===== config.mk =====
export PLATFORM = sky130hd
export DESIGN_NAME = mdata_hs_tx
export DESIGN_NICKNAME = d
export VERILOG_FILES = /design/src/rtl/mdata_hs_pkg.sv /design/src/rtl/cdc_bit_sync.sv /design/src/rtl/mdata_hs_tx.sv
export SDC_FILE = /design/constraint.sdc
export NUM_CORES = 1
export LEC_CHECK = 0
export CAP_MARGIN = 25
export CORE_ASPECT_RATIO = 0.8
export CORE_MARGIN = 8
export CORE_UTILIZATION = 54
export DETAILED_ROUTE_END_ITERATION = 8
export PLACE_DENSITY = 0.74
export SLEW_MARGIN = 10
export SYNTH_ARGS = -nofsm -noshare
export SYNTH_HDL_FRONTEND = slang
export SYNTH_SLANG_ARGS = --single-unit

===== constraint.sdc =====
create_clock -name clk_i -period 2.76 [get_ports clk_i]
set_input_delay 0.552 -clock clk_i [delete_from_list [all_inputs] [get_ports clk_i]]
set_output_delay 0.552 -clock clk_i [all_outputs]
set_load 0.05 [all_outputs]

===== src/rtl/mdata_hs_pkg.sv =====
// Shared definitions for the multi-bit req/ack CDC handshake agents (send and receive side).
`timescale 1ns/1ps
package mdata_hs_pkg;

    // Four-phase handshake states as seen by the sending agent.
    typedef enum logic [1:0] {
        IDLE = 2'd0,
        REQ  = 2'd1,
        DROP = 2'd2
    } hs_state_t;

    localparam int DW_DEFAULT   = 8;
    localparam int SYNC_DEFAULT = 2;

endpackage : mdata_hs_pkg


===== src/rtl/cdc_bit_sync.sv =====
// Single-bit synchroniser: a plain chain of STAGES flops, cleared to 0 by reset.
`timescale 1ns/1ps
module cdc_bit_sync #(
    parameter int STAGES = 2
) (
    input  logic clk_i,
    input  logic rst_i,
    input  logic d_i,
    output logic q_o
);

    logic [STAGES-1:0] sync_q;
    logic [STAGES-1:0] sync_d;

    // Shift the asynchronous input one stage further down the chain each edge.
    always_comb begin
        sync_d = {sync_q[STAGES-2:0], d_i};
    end

    // Synchroniser flops with asynchronous clear.
    always_ff @(posedge clk_i or posedge rst_i) begin
        if (rst_i) begin
            sync_q <= {STAGES{1'b0}};
        end else begin
            sync_q <= sync_d;
        end
    end

    assign q_o = sync_q[STAGES-1];

endmodule : cdc_bit_sync


===== src/rtl/mdata_hs_tx.sv =====
// Sending-side agent of the multi-bit req/ack CDC handshake: a small FIFO feeding
// one word at a time onto data_o, qualified by a 4-phase req_o/ack_i exchange.
`timescale 1ns/1ps
module mdata_hs_tx
    import mdata_hs_pkg::*;
#(
    parameter int DW          = DW_DEFAULT,
    parameter int DEPTH       = 4,
    parameter int SYNC_STAGES = SYNC_DEFAULT
) (
    input  logic                         clk_i,
    input  logic                         rst_i,
    input  logic                         in_vld,
    input  logic [DW-1:0]                din,
    output logic                         in_rdy,
    output logic                         req_o,
    output logic [DW-1:0]                data_o,
    input  logic                         ack_i,
    output logic                         done_o,
    output logic [$clog2(DEPTH+1)-1:0]   level_o
);

    localparam int AW = $clog2(DEPTH);
    localparam int PW = AW + 1;
    localparam int LW = $clog2(DEPTH + 1);
    localparam logic [PW-1:0] PTR_ONE = PW'(1);

    // Full when the wrap bits differ and the index bits match.
    function automatic logic ptr_full(input logic [PW-1:0] wr, input logic [PW-1:0] rd);
        return (wr[PW-1] != rd[PW-1]) && (wr[AW-1:0] == rd[AW-1:0]);
    endfunction

    logic [DW-1:0]  mem_q [DEPTH];
    logic [PW-1:0]  wr_ptr_q, wr_ptr_d;
    logic [PW-1:0]  rd_ptr_q, rd_ptr_d;
    logic [PW-1:0]  ptr_diff_s;
    logic [LW-1:0]  level_q, level_d;
    logic           in_rdy_q, in_rdy_d;
    logic           req_q, req_d;
    logic [DW-1:0]  data_q, data_d;
    logic           done_q, done_d;
    hs_state_t      state_q, state_d;

    logic           ack_s;
    logic           push_s;
    logic           pop_s;
    logic           empty_s;

    cdc_bit_sync #(
        .STAGES (SYNC_STAGES)
    ) u_ack_sync (
        .clk_i (clk_i),
        .rst_i (rst_i),
        .d_i   (ack_i),
        .q_o   (ack_s)
    );

    assign push_s  = in_vld & in_rdy_q;
    assign empty_s = (wr_ptr_q == rd_ptr_q);

    // Handshake FSM: launch from the FIFO head only when the far end has released ack.
    always_comb begin
        state_d = state_q;
        req_d   = req_q;
        data_d  = data_q;
        done_d  = 1'b0;
        pop_s   = 1'b0;
        case (state_q)
            IDLE: begin
                if (!empty_s && !ack_s) begin
                    pop_s   = 1'b1;
                    data_d  = mem_q[rd_ptr_q[AW-1:0]];
                    req_d   = 1'b1;
                    state_d = REQ;
                end else begin
                    state_d = IDLE;
                end
            end
            REQ: begin
                if (ack_s) begin
                    req_d   = 1'b0;
                    state_d = DROP;
                end else begin
                    state_d = REQ;
                end
            end
            DROP: begin
                if (!ack_s) begin
                    done_d  = 1'b1;
                    state_d = IDLE;
                end else begin
                    state_d = DROP;
                end
            end
            default: begin
                req_d   = 1'b0;
                state_d = IDLE;
            end
        endcase
    end

    // Pointer, occupancy and ready bookkeeping; ready looks at the post-update pointers.
    always_comb begin
        if (push_s) begin
            wr_ptr_d = wr_ptr_q + PTR_ONE;
        end else begin
            wr_ptr_d = wr_ptr_q;
        end
        if (pop_s) begin
            rd_ptr_d = rd_ptr_q + PTR_ONE;
        end else begin
            rd_ptr_d = rd_ptr_q;
        end
        ptr_diff_s = wr_ptr_d - rd_ptr_d;
        level_d    = LW'(ptr_diff_s);
        in_rdy_d   = !ptr_full(wr_ptr_d, rd_ptr_d);
    end

    // Control and output registers with asynchronous clear.
    always_ff @(posedge clk_i or posedge rst_i) begin
        if (rst_i) begin
            state_q  <= IDLE;
            wr_ptr_q <= {PW{1'b0}};
            rd_ptr_q <= {PW{1'b0}};
            level_q  <= {LW{1'b0}};
            in_rdy_q <= 1'b0;
            req_q    <= 1'b0;
            data_q   <= {DW{1'b0}};
            done_q   <= 1'b0;
        end else begin
            state_q  <= state_d;
            wr_ptr_q <= wr_ptr_d;
            rd_ptr_q <= rd_ptr_d;
            level_q  <= level_d;
            in_rdy_q <= in_rdy_d;
            req_q    <= req_d;
            data_q   <= data_d;
            done_q   <= done_d;
        end
    end

    // FIFO storage; contents are meaningless after reset because the pointers are cleared.
    always_ff @(posedge clk_i) begin
        if (push_s) begin
            mem_q[wr_ptr_q[AW-1:0]] <= din;
        end
    end

    assign in_rdy  = in_rdy_q;
    assign req_o   = req_q;
    assign data_o  = data_q;
    assign done_o  = done_q;
    assign level_o = level_q;

endmodule : mdata_hs_tx


# Word-level counts from Yosys, hierarchy flattened
# Memory sizes are Yosys's and may differ from the RTL's. A register that Yosys moved wholly into a read port is not among the register bits.
# Index checks and enable logic that the tools add are counted.
dict set report op_classes {
  n_reduce_logical 8
  eq_ne 7
  bitwise 2
  addsub 3
  muxes 15
}
# cell count
set ops {}
lappend ops {{$mux 1} 9}
lappend ops {{$add 3x1->3 const B} 2}
lappend ops {{$mux 3} 2}
lappend ops {{$pmux 2 s3} 1}
lappend ops {{$mux 2} 2}
lappend ops {{$eq 3x3->1} 1}
lappend ops {{$logic_not 1->1} 3}
lappend ops {{$pmux 1 s3} 1}
lappend ops {{$reduce_and 3->1} 1}
lappend ops {{$sub 3x3->3} 1}
lappend ops {{$eq 2x1->1 const B} 1}
lappend ops {{$eq 2x2->1} 1}
lappend ops {{$eq 2x2->1 const B} 1}
lappend ops {{$logic_and 1x1->1} 2}
lappend ops {{$logic_not 2->1} 1}
lappend ops {{$ne 2x1->1 const B} 1}
lappend ops {{$ne 2x2->1 const B} 1}
lappend ops {{$reduce_and 2->1} 1}
lappend ops {{$and 1x1->1} 1}
lappend ops {{$ne 1x1->1} 1}
lappend ops {{$not 1->1} 1}
dict set report word_totals {
  in_bits 12
  mem_bits_rw 32
  register_bits 16
  n_memories 1
  word_cells 44
}
# memory depth word_bits read_ports rd_ports_with_merged_regs wr line
set mem_list {}
lappend mem_list {mem_q 4 8 1 1 1 mdata_hs_tx.sv:33} ;# logic [DW-1:0] mem_q [DEPTH];

# Depth between registers and ports, before layout
# Gate-level depths: netlist of run 1.
dict set report logic_depth {
  word_depth 9
  depth_mapped 10
  depth_no_buf 8
}

# Hierarchy
# Synthesis of run 1 repeated with hierarchy kept, for this count alone.
dict set report hier_totals {
  hier_cells 123
  area_unflattened_um2 2262.2
}
# mod n_inst seq_area_each_um2 cells_each area_each_um2
set by_module_without_submodules {}
lappend by_module_without_submodules {mdata_hs_tx 1 1511.4 120 2208.4}
lappend by_module_without_submodules {cdc_bit_sync 1 50.0 3 53.8}

# Worst setup path after synthesis of run 1
# Ideal clock, no wire load.
dict set report synth_path {
  kind {register -> register}
  from {register state_q[1]}
  to {register level_q[2] (netlist: level_o[2])}
  slack_ps 750
  stages_incl_launch_ff 10
  required_time_ps 2681
  synth_period_minus_slack_ps 2010
  setup_time_ps 79
  arrival_time_ps 1931
  cell_sequence {dfrtp_1 -> or3_4 -> a31oi_4 -> buf_6 -> xor2_1 -> ha_1 -> inv_1 -> ha_1 -> a21oi_1 -> xor2_1}
}
dict set report synth_via {
  elab_chain_cells 4
}
# element line
set synth_lines {}
lappend synth_lines {{start: declaration} mdata_hs_tx.sv:42} ;# hs_state_t state_q, state_d;
lappend synth_lines {{start signal: assignment} mdata_hs_tx.sv:131} ;# state_q <= state_d;
lappend synth_lines {{$logic_not 2->1} mdata_hs_tx.sv:68} ;# case (state_q)
lappend synth_lines {{$mux 1} mdata_hs_tx.sv:68}
lappend synth_lines {{$mux 3} mdata_hs_tx.sv:109} ;# if (pop_s) begin
lappend synth_lines {{via rd_ptr_d[0]} mdata_hs_tx.sv:35} ;# logic [PW-1:0] rd_ptr_q, rd_ptr_d;
lappend synth_lines {{$sub 3x3->3} mdata_hs_tx.sv:114} ;# ptr_diff_s = wr_ptr_d - rd_ptr_d;
lappend synth_lines {{via level_d[2]} mdata_hs_tx.sv:37} ;# logic [LW-1:0] level_q, level_d;
lappend synth_lines {{end signal: assignment} mdata_hs_tx.sv:125} ;# level_q <= {LW{1'b0}};
lappend synth_lines {{end signal: assignment} mdata_hs_tx.sv:134} ;# level_q <= level_d;
lappend synth_lines {{end: declaration} mdata_hs_tx.sv:37}
# The timed path passes the listed nets, and every way through them passes these cells.
# A chain may end at the register's enable or synchronous reset.

# Final worst setup path of run 1
dict set report layout_path {
  from {register state_q[0]}
  to {register level_q[2] (netlist: level_o[2])}
}
dict set report layout_via {
  elab_chain_cells 4
}
# element line
set layout_lines {}
lappend layout_lines {{$logic_not 2->1} mdata_hs_tx.sv:68}
lappend layout_lines {{$mux 1} mdata_hs_tx.sv:68}
lappend layout_lines {{$mux 3} mdata_hs_tx.sv:109}
lappend layout_lines {{$sub 3x3->3} mdata_hs_tx.sv:114}
lappend layout_lines {{via level_d[2]} mdata_hs_tx.sv:37}
# The timed path passes the listed nets, and every way through them passes these cells.

==> impl_metrics.py, run 1 <==
metrics = {
    "floorplanning": {
        "vertical_die_dimension_um": 73.7,
        "placeableCoreArea_um2": 4100,
        "placement_rows": 21,
        "initial_standard_cell_utilization_of_the_core": 0.549,
        "total_die_area_um2": 6500,
        "die_width_um": 88.2,
        "ios": 26,
    },
    "logic_synthesis": {
        "sequential_fraction_of_the_synthesis_area": 0.694,
        "synthArstFlopShare": 0.429,
        "synth-compound-area-share": 0.0195,
        "synth.net_count": 140,
        "post_synth_inst_count": 121,
        "synth_top_cells_by_area": "edfxtp_1 43%, dfrtp_1 27%, mux4_2 8.0%",
        "synth_enable_flop_cells": 32,
        "synth.ff_latch_count": 56,
        "synthFlopType": "edfxtp_1",
        "synth-simple-area-share": 0.0367,
        "synth_area_per_cell_um2": 18.6,
        "synth.top_cell.area_share": 0.427,
        "synth.lib_cells_used.distinct": 25,
        "synth_xor_xnor_area_share": 0.0567,
        "synth_top_area_cell": "edfxtp_1",
        "synth_top_family_by_area": "multiplexers",
        "yosys_warnings": 0,
        "ys_top_cells_by_count": "32 x edfxtp_1, 24 x dfrtp_1, 8 x mux4_2",
        "synth-adder-area-share": 0.0389,
        "synth.most_common_cell": "edfxtp_1",
        "synth.cell_area_um2": 2250,
        "synth.area.mux_share": 0.130,
    },
    "route": {
        "number_of_nets_still_failing_antenna_checks_after_routing": 0,
        "drt_wl_total_mm": 3.67,
        "initialDrtViolationCount": 44,
        "drc": 0,
        "wire_per_inst_um": 17.2,
        "via_per_inst": 5.08,
        "drt_first_pass_iters": 4,
        "detailroute.via_count": 1083,
    },
    "power_and_ir_drop": {
        "internal-power_w": 0.00210,
        "p_seq_frac": 0.387,
        "netSwitchingPower_w": 0.00129,
        "leak_pwr_nw": 1.05,
        "power.clock.fraction": 0.154,
        "power_switching_share": 0.381,
        "power.ir.vdd_worst_v": 0.000609,
        "pwr-share-comb": 0.460,
        "power_per_cell_area_nw_per_um2": 1260,
    },
    "clock_network": {
        "clock_insertion_delay_worst_skew_ns": 0.30,
        "cts.clk_slew.worst_paths_ns": 0.09,
        "cts_buf_count": 5,
        "clock_tree_from_tritoncts": "built",
        "clockBufferDepth": 2,
        "cts.root.buffer_cell": "clkbuf_8",
        "clock_tree.htree_level_count": 2,
        "clock-sinks": 56,
        "cts.repair_timing.setup_buffer_count": 0,
        "post_cts_resized": 0,
        "number_of_hold_buffers_added_after_cts": 0,
    },
    "timing": {
        "finalHoldViolations": 0,
        "maxClockFrequency_mhz": 453,
        "timing.final.setup_violations": 0,
        "postLayoutSetupSlackWorst_ns": 0.550,
        "report.final.slew_viol_count": 0,
        "rsz0062_at_grt": "false",
        "min_period_ns": 2.21,
        "finalSetupTns_ns": 0,
        "transition_at_the_pin_with_the_smallest_max_transition_slack_ns": 0.502,
        "finalCritPeriodShare": 0.801,
        "timing.max_slew.rel_slack": 0.664,
        "finClkSkew_ns": 0.00289,
    },
    "placement": {
        "placement.io_buffers": 25,
        "detailed_place_hpwl_mm": 2.60,
        "routabilityCongestion": 0.765,
        "dpl_worst_slack_ns": 0.484,
        "postPlaceCellArea_um2": 2580,
    },
    "hold_path": {
        "hold-path-endpoint": "u_ack_sync.sync_q[1]",
        "hold_path.startpoint": "u_ack_sync.sync_q[0]",
        "hold_path.class": "reg -> reg",
        "whs_path_depth": 0,
    },
    "cells_and_area": {
        "drive_above_1_share": 0.199,
        "number_of_antenna_cells_inserted": 0,
        "post-route-cell-area_um2": 2690,
        "flow.area_growth_from_synthesis_pct": 19.4,
        "layout.filler_cells": 318,
        "fin_nets": 174,
    },
    "setup_path": {
        "cp_top_family": "flip-flops",
        "critical_path_buf_inv_count": 0,
        "critPathMaxFanout": 6,
        "slowest_stage_cell_cp": "dfrtp_1",
        "timing_worst_setup_path_type": "reg -> reg",
        "setup.worst_path.end_class": "flip-flop",
        "worstPathRequired_ns": 2.99,
        "worst-endpoint-arrival_ns": 2.44,
        "crit_path_cell_trace": "or3_4, a31oi_4, mux2i_1, xor2_1, ha_1, a21oi_1, xor2_1",
        "worst_path_most_repeated_cell": "xor2_1",
        "worst_r2r_startpoint": "state_q[0]",
        "crit_path_max_incr_delay_ns": 0.44,
        "reg2reg_slack_ns": 0.55,
        "reg2reg_depth": 7,
        "critPathLaunchType": "flip-flop",
        "timing.rr.end": "level_o[2]",
    },
    "grt": {
        "overflow": 0,
        "grt_usage": 0.127,
        "grt_start_max_net_pins": 25,
        "antenna_found_initial": 0,
        "grt_first_pass_wirelength_mm": 6.03,
        "via_count_of_the_first_global_routing_pass": 1227,
    },
    "outcome": {
        "outcome": "completed",
    },
    "job": {
        "maxCapViolations": 0,
    },
}
## cell families after synthesis
logic type | count (synthesis)
AO/OA/AOI/OAI | 5
flip-flops | 56
multiplexers | 18
AND/OR/NAND/NOR | 13
adder cells (fa/ha/maj) | 7
XOR/XNOR | 12
buffers and inverters | 10
## metrics by stage
step	std cells	util	hold WS, ns	total power, W
after CTS	213	0.656	0.362	0.00344
final	213	0.656	0.358	0.00338
after detailed placement	205	0.629	0.340	0.00291
after global routing	213	0.656	0.376	0.00358
after floorplan	121	-	0.331	0.00247
after global placement	205	0.629	0.333	0.00285
## cell usage in the layout (no fill, tap or decap), types with 2 or more instances in the layout
cell type	count
clkbuf_8	5
xor2_1	6
mux4_2	8
edfxtp_1	32
nand2_1	2
xnor2_1	3
clkdlybuf4s50_1	25
a21oi_1	2
dfrtp_1	24
mux2_2	5
mux2_1	4
nand3_1	2
inv_1	7
ha_1	7
buf_4	5
and3_1	4
xnor2_2	3
## state kept, by name (all words and copies together), names as in the netlist, 2 cells and up
signal             flops
state_q                2
mem_q                 32
level_o                3
data_o                 8
u_ack_sync.sync_q      2
wr_ptr_q               3
rd_ptr_q               3
## power by group through the flow
stage	logic, W	registers [W]	clock network (W)
after floorplan	0.000843	0.00163	0
after global placement	0.00154	0.00131	0
after detailed placement	0.00158	0.00133	0
after CTS	0.00159	0.00131	0.000530
after global routing	0.00168	0.00134	0.000560
final	0.00156	0.00131	0.000520
## layout make-up
type                       count  area, um2  area share
multi-input combinational     55        633       0.236
timing repair buffer          30        288       0.107
clock buffer                   6       72.6      0.0270
sequential                    56       1560       0.581
tap                           57       71.3      0.0265
inverter                       7       26.3     0.00978
clock inverter                 2       35.0      0.0130
## worst register-to-register path, cell delays in order (launching register included)
cell and delay, ns:
dfrtp_1 0.44, or3_4 0.40, a31oi_4 0.28, mux2i_1 0.38, xor2_1 0.14, ha_1 0.20
a21oi_1 0.15, xor2_1 0.15
## per-layer routing
| metal | vias to the layer above | track usage | part of all wire |
|---|---|---|---|
| li1 | 511 | - | - |
| met1 | 547 | 0.155 | 0.46 |
| met2 | 20 | 0.212 | 0.49 |
| met3 | 5 | 0.0291 | 0.036 |
| met4 | 0 | 0.0561 | 0.017 |
| met5 | - | 0 | 0 |
## worst max path at each step
stage,start,to,slack [ns],cells after the start
floorplan,state_q[1],level_o[2],0.75,9
global placement,in_vld,level_o[2],0.54,7
detailed placement,in_vld,level_o[2],0.48,7
CTS,state_q[1],level_o[2],0.54,7
global route,state_q[1],level_o[2],0.41,7
finish,state_q[0],level_o[2],0.55,7
Note: power is estimated with default switching activity, not from simulation.
==> run 2, diff against run 1 <==
--- a/config.mk
+++ b/config.mk
@@ -8,9 +8,9 @@
 export CAP_MARGIN = 25
 export CORE_ASPECT_RATIO = 0.8
 export CORE_MARGIN = 8
-export CORE_UTILIZATION = 54
+export CORE_UTILIZATION = 49
 export DETAILED_ROUTE_END_ITERATION = 8
-export PLACE_DENSITY = 0.74
+export PLACE_DENSITY = 0.71
 export SLEW_MARGIN = 10
 export SYNTH_ARGS = -nofsm -noshare
 export SYNTH_HDL_FRONTEND = slang
==> constraint.sdc (replaced) <==
create_clock -name clk_i -period 1.9 [get_ports clk_i]
set_input_delay 0.38 -clock clk_i [delete_from_list [all_inputs] [get_ports clk_i]]
set_output_delay 0.38 -clock clk_i [all_outputs]
set_load 0.05 [all_outputs]
==> impl_metrics.py, run 2 (synthesis gave the netlist of run 1 again) <==
metrics = {
    "setup_path": {
        "timing.rr.end": "level_o[2]",
        "critPathMaxFanout": 4,
        "crit_path_max_incr_delay_ns": 0.39,
        "worst_path_most_repeated_cell": "xor2_1",
        "reg2reg_depth": 7,
        "timing_worst_setup_path_type": "reg -> reg",
        "critical_path_buf_inv_count": 0,
        "slowest_stage_cell_cp": "dfrtp_1",
        "reg2reg_slack_ns": -0.12,
        "worst-endpoint-arrival_ns": 2.20,
        "worstPathRequired_ns": 2.08,
        "crit_path_cell_trace": "or3_4, a31oi_4, mux2i_2, xor2_1, ha_2, a21oi_2, xor2_1",
        "setup.worst_path.end_class": "flip-flop",
        "worst_r2r_startpoint": "u_ack_sync.sync_q[1]",
        "critPathLaunchType": "flip-flop",
        "cp_top_family": "flip-flops",
    },
    "timing": {
        "timing.final.setup_violations": 2,
        "maxClockFrequency_mhz": 495,
        "finClkSkew_ns": 0.00823,
        "finalHoldViolations": 0,
        "report.final.slew_viol_count": 0,
        "transition_at_the_pin_with_the_smallest_max_transition_slack_ns": 0.498,
        "timing.max_slew.rel_slack": 0.667,
        "rsz0062_at_grt": "true",
        "min_period_ns": 2.02,
        "finalCritPeriodShare": 1.06,
        "postLayoutSetupSlackWorst_ns": -0.121,
    },
    "clock_network": {
        "cts.root.buffer_cell": "clkbuf_8",
        "clock-sinks": 56,
        "number_of_hold_buffers_added_after_cts": 0,
        "cts.clk_slew.worst_paths_ns": 0.09,
        "clockBufferDepth": 2,
        "cts_buf_count": 5,
        "clock_tree_from_tritoncts": "built",
        "clock_insertion_delay_worst_skew_ns": 0.29,
        "clock_tree.htree_level_count": 2,
    },
    "hold_path": {
        "hold_path.startpoint": "u_ack_sync.sync_q[0]",
        "hold-path-endpoint": "u_ack_sync.sync_q[1]",
        "whs_path_depth": 0,
        "hold_path.class": "reg -> reg",
    },
    "grt": {
        "overflow": 0,
        "antenna_found_initial": 0,
        "grt_start_max_net_pins": 25,
        "via_count_of_the_first_global_routing_pass": 1251,
        "grt_first_pass_wirelength_mm": 6.09,
        "grt_usage": 0.115,
    },
    "route": {
        "drt_first_pass_iters": 4,
        "via_per_inst": 4.88,
        "wire_per_inst_um": 16.1,
        "met1_length_mm": 1.56,
        "number_of_nets_still_failing_antenna_checks_after_routing": 0,
        "initialDrtViolationCount": 37,
        "drc": 0,
        "wl_met2_mm": 1.99,
        "detailroute.via_count": 1143,
        "drt_wl_total_mm": 3.76,
        "route.top_layer_used": "met4",
        "wl_met3_um": 195,
    },
    "cells_and_area": {
        "layout_common_cells": "33 x buf_4, 32 x edfxtp_1, 24 x dfrtp_1",
        "fin_nets": 192,
        "flow.area_growth_from_synthesis_pct": 24.2,
        "flip_flop_count_of_the_largest_register_all_copies_and_words_added": 32,
        "drive_above_1_share": 0.362,
        "layout.filler_cells": 332,
        "leading_cell_type_in_the_layout_fill_and_taps_excluded": "buf_4",
        "register_area_um2": 1560,
        "multi_input_comb_area_um2": 653,
        "finalNonFillerCells": 234,
        "post-route-cell-area_um2": 2800,
        "number_of_antenna_cells_inserted": 0,
    },
    "placement": {
        "numPlacedInstances": 221,
        "detailed_place_hpwl_mm": 2.74,
        "placement.io_buffers": 25,
        "postPlaceCellArea_um2": 2670,
        "routabilityCongestion": 0.818,
    },
    "floorplanning": {
        "vertical_die_dimension_um": 76.6,
        "ios": 26,
        "total_die_area_um2": 7030,
        "placeableCoreArea_um2": 4510,
        "die_width_um": 91.8,
        "initial_standard_cell_utilization_of_the_core": 0.499,
        "placement_rows": 22,
    },
    "outcome": {
        "outcome": "finished with violations",
        "violations": "setup timing",
    },
    "power_and_ir_drop": {
        "post-layout-total-power_w": 0.00511,
        "power_per_cell_area_nw_per_um2": 1830,
        "power.ir.vdd_worst_v": 0.000831,
        "leak_pwr_nw": 1.14,
    },
    "job": {
        "maxCapViolations": 0,
    },
}
run 2: cell type report:
type	instances	share of cell area
clock inverters	1	0.00134
inverters	7	0.00940
well taps	60	0.0269
clock buffers	7	0.0273
multi-input cells	55	0.234
repair buffers	48	0.143
flip-flops and latches	56	0.559
run 2: worst reg2reg max path, delay by kind of cell (launching register included):
family,cells,cell delay (ns)
compound gates,2,0.27
xor+xnor,2,0.35
fa+ha+maj,1,0.21
flops,1,0.39
mux,1,0.31
simple gates,1,0.39
run 2: how the worst max path moves through the flow:
stage                               startpoint    endpoint  slack [ns]  cells after the start
final                     u_ack_sync.sync_q[1]  level_o[2]       -0.12                      7
after global routing      u_ack_sync.sync_q[1]  level_o[2]       -0.19                      7
after CTS                           state_q[0]  level_o[2]       -0.12                      7
after detailed placement                in_vld  level_o[2]       -0.16                      7
after global placement                  in_vld  level_o[2]       -0.10                      7
after floorplan                     state_q[0]  level_o[2]       -0.06                      9
run 2: per-stage QoR:
| stage | TNS [ns] | hold WS, ns | setup WS, ns | util |
|---|---|---|---|---|
| 2_1_floorplan | -0.0584 | 0.331 | -0.0584 | - |
| 3_3_place_gp | -0.224 | 0.360 | -0.102 | 0.592 |
| 3_5_place_dp | -0.398 | 0.371 | -0.162 | 0.592 |
| 4_1_cts | -0.162 | 0.401 | -0.117 | 0.618 |
| 5_1_grt | -0.358 | 0.405 | -0.193 | 0.619 |
| 6_report | -0.174 | 0.392 | -0.121 | 0.619 |
run 2: timing repair:
| action | in CTS | in global routing |
|---|---|---|
| setup buffers | 4 | 1 |
| setup endpoints to repair | 2 | 3 |
| resized for setup | 1 | 0 |
| pin swaps | 3 | 3 |
run 2: layer usage:
layer / vias up / GRT usage
met5: - / 0
met4: 0 / 0.0385
met3: 2 / 0.0394
met2: 22 / 0.197
met1: 572 / 0.131
li1: 547 / -
run 2: power breakdown:
group	leakage, nW	switching [W]	total [W]	internal [W]
registers	0.576	0.000173	0.00186	0.00168
clock network	0.0399	0.000327	0.000584	0.000257
logic	0.520	0.00145	0.00267	0.00122
total	1.14	0.00195	0.00511	0.00316
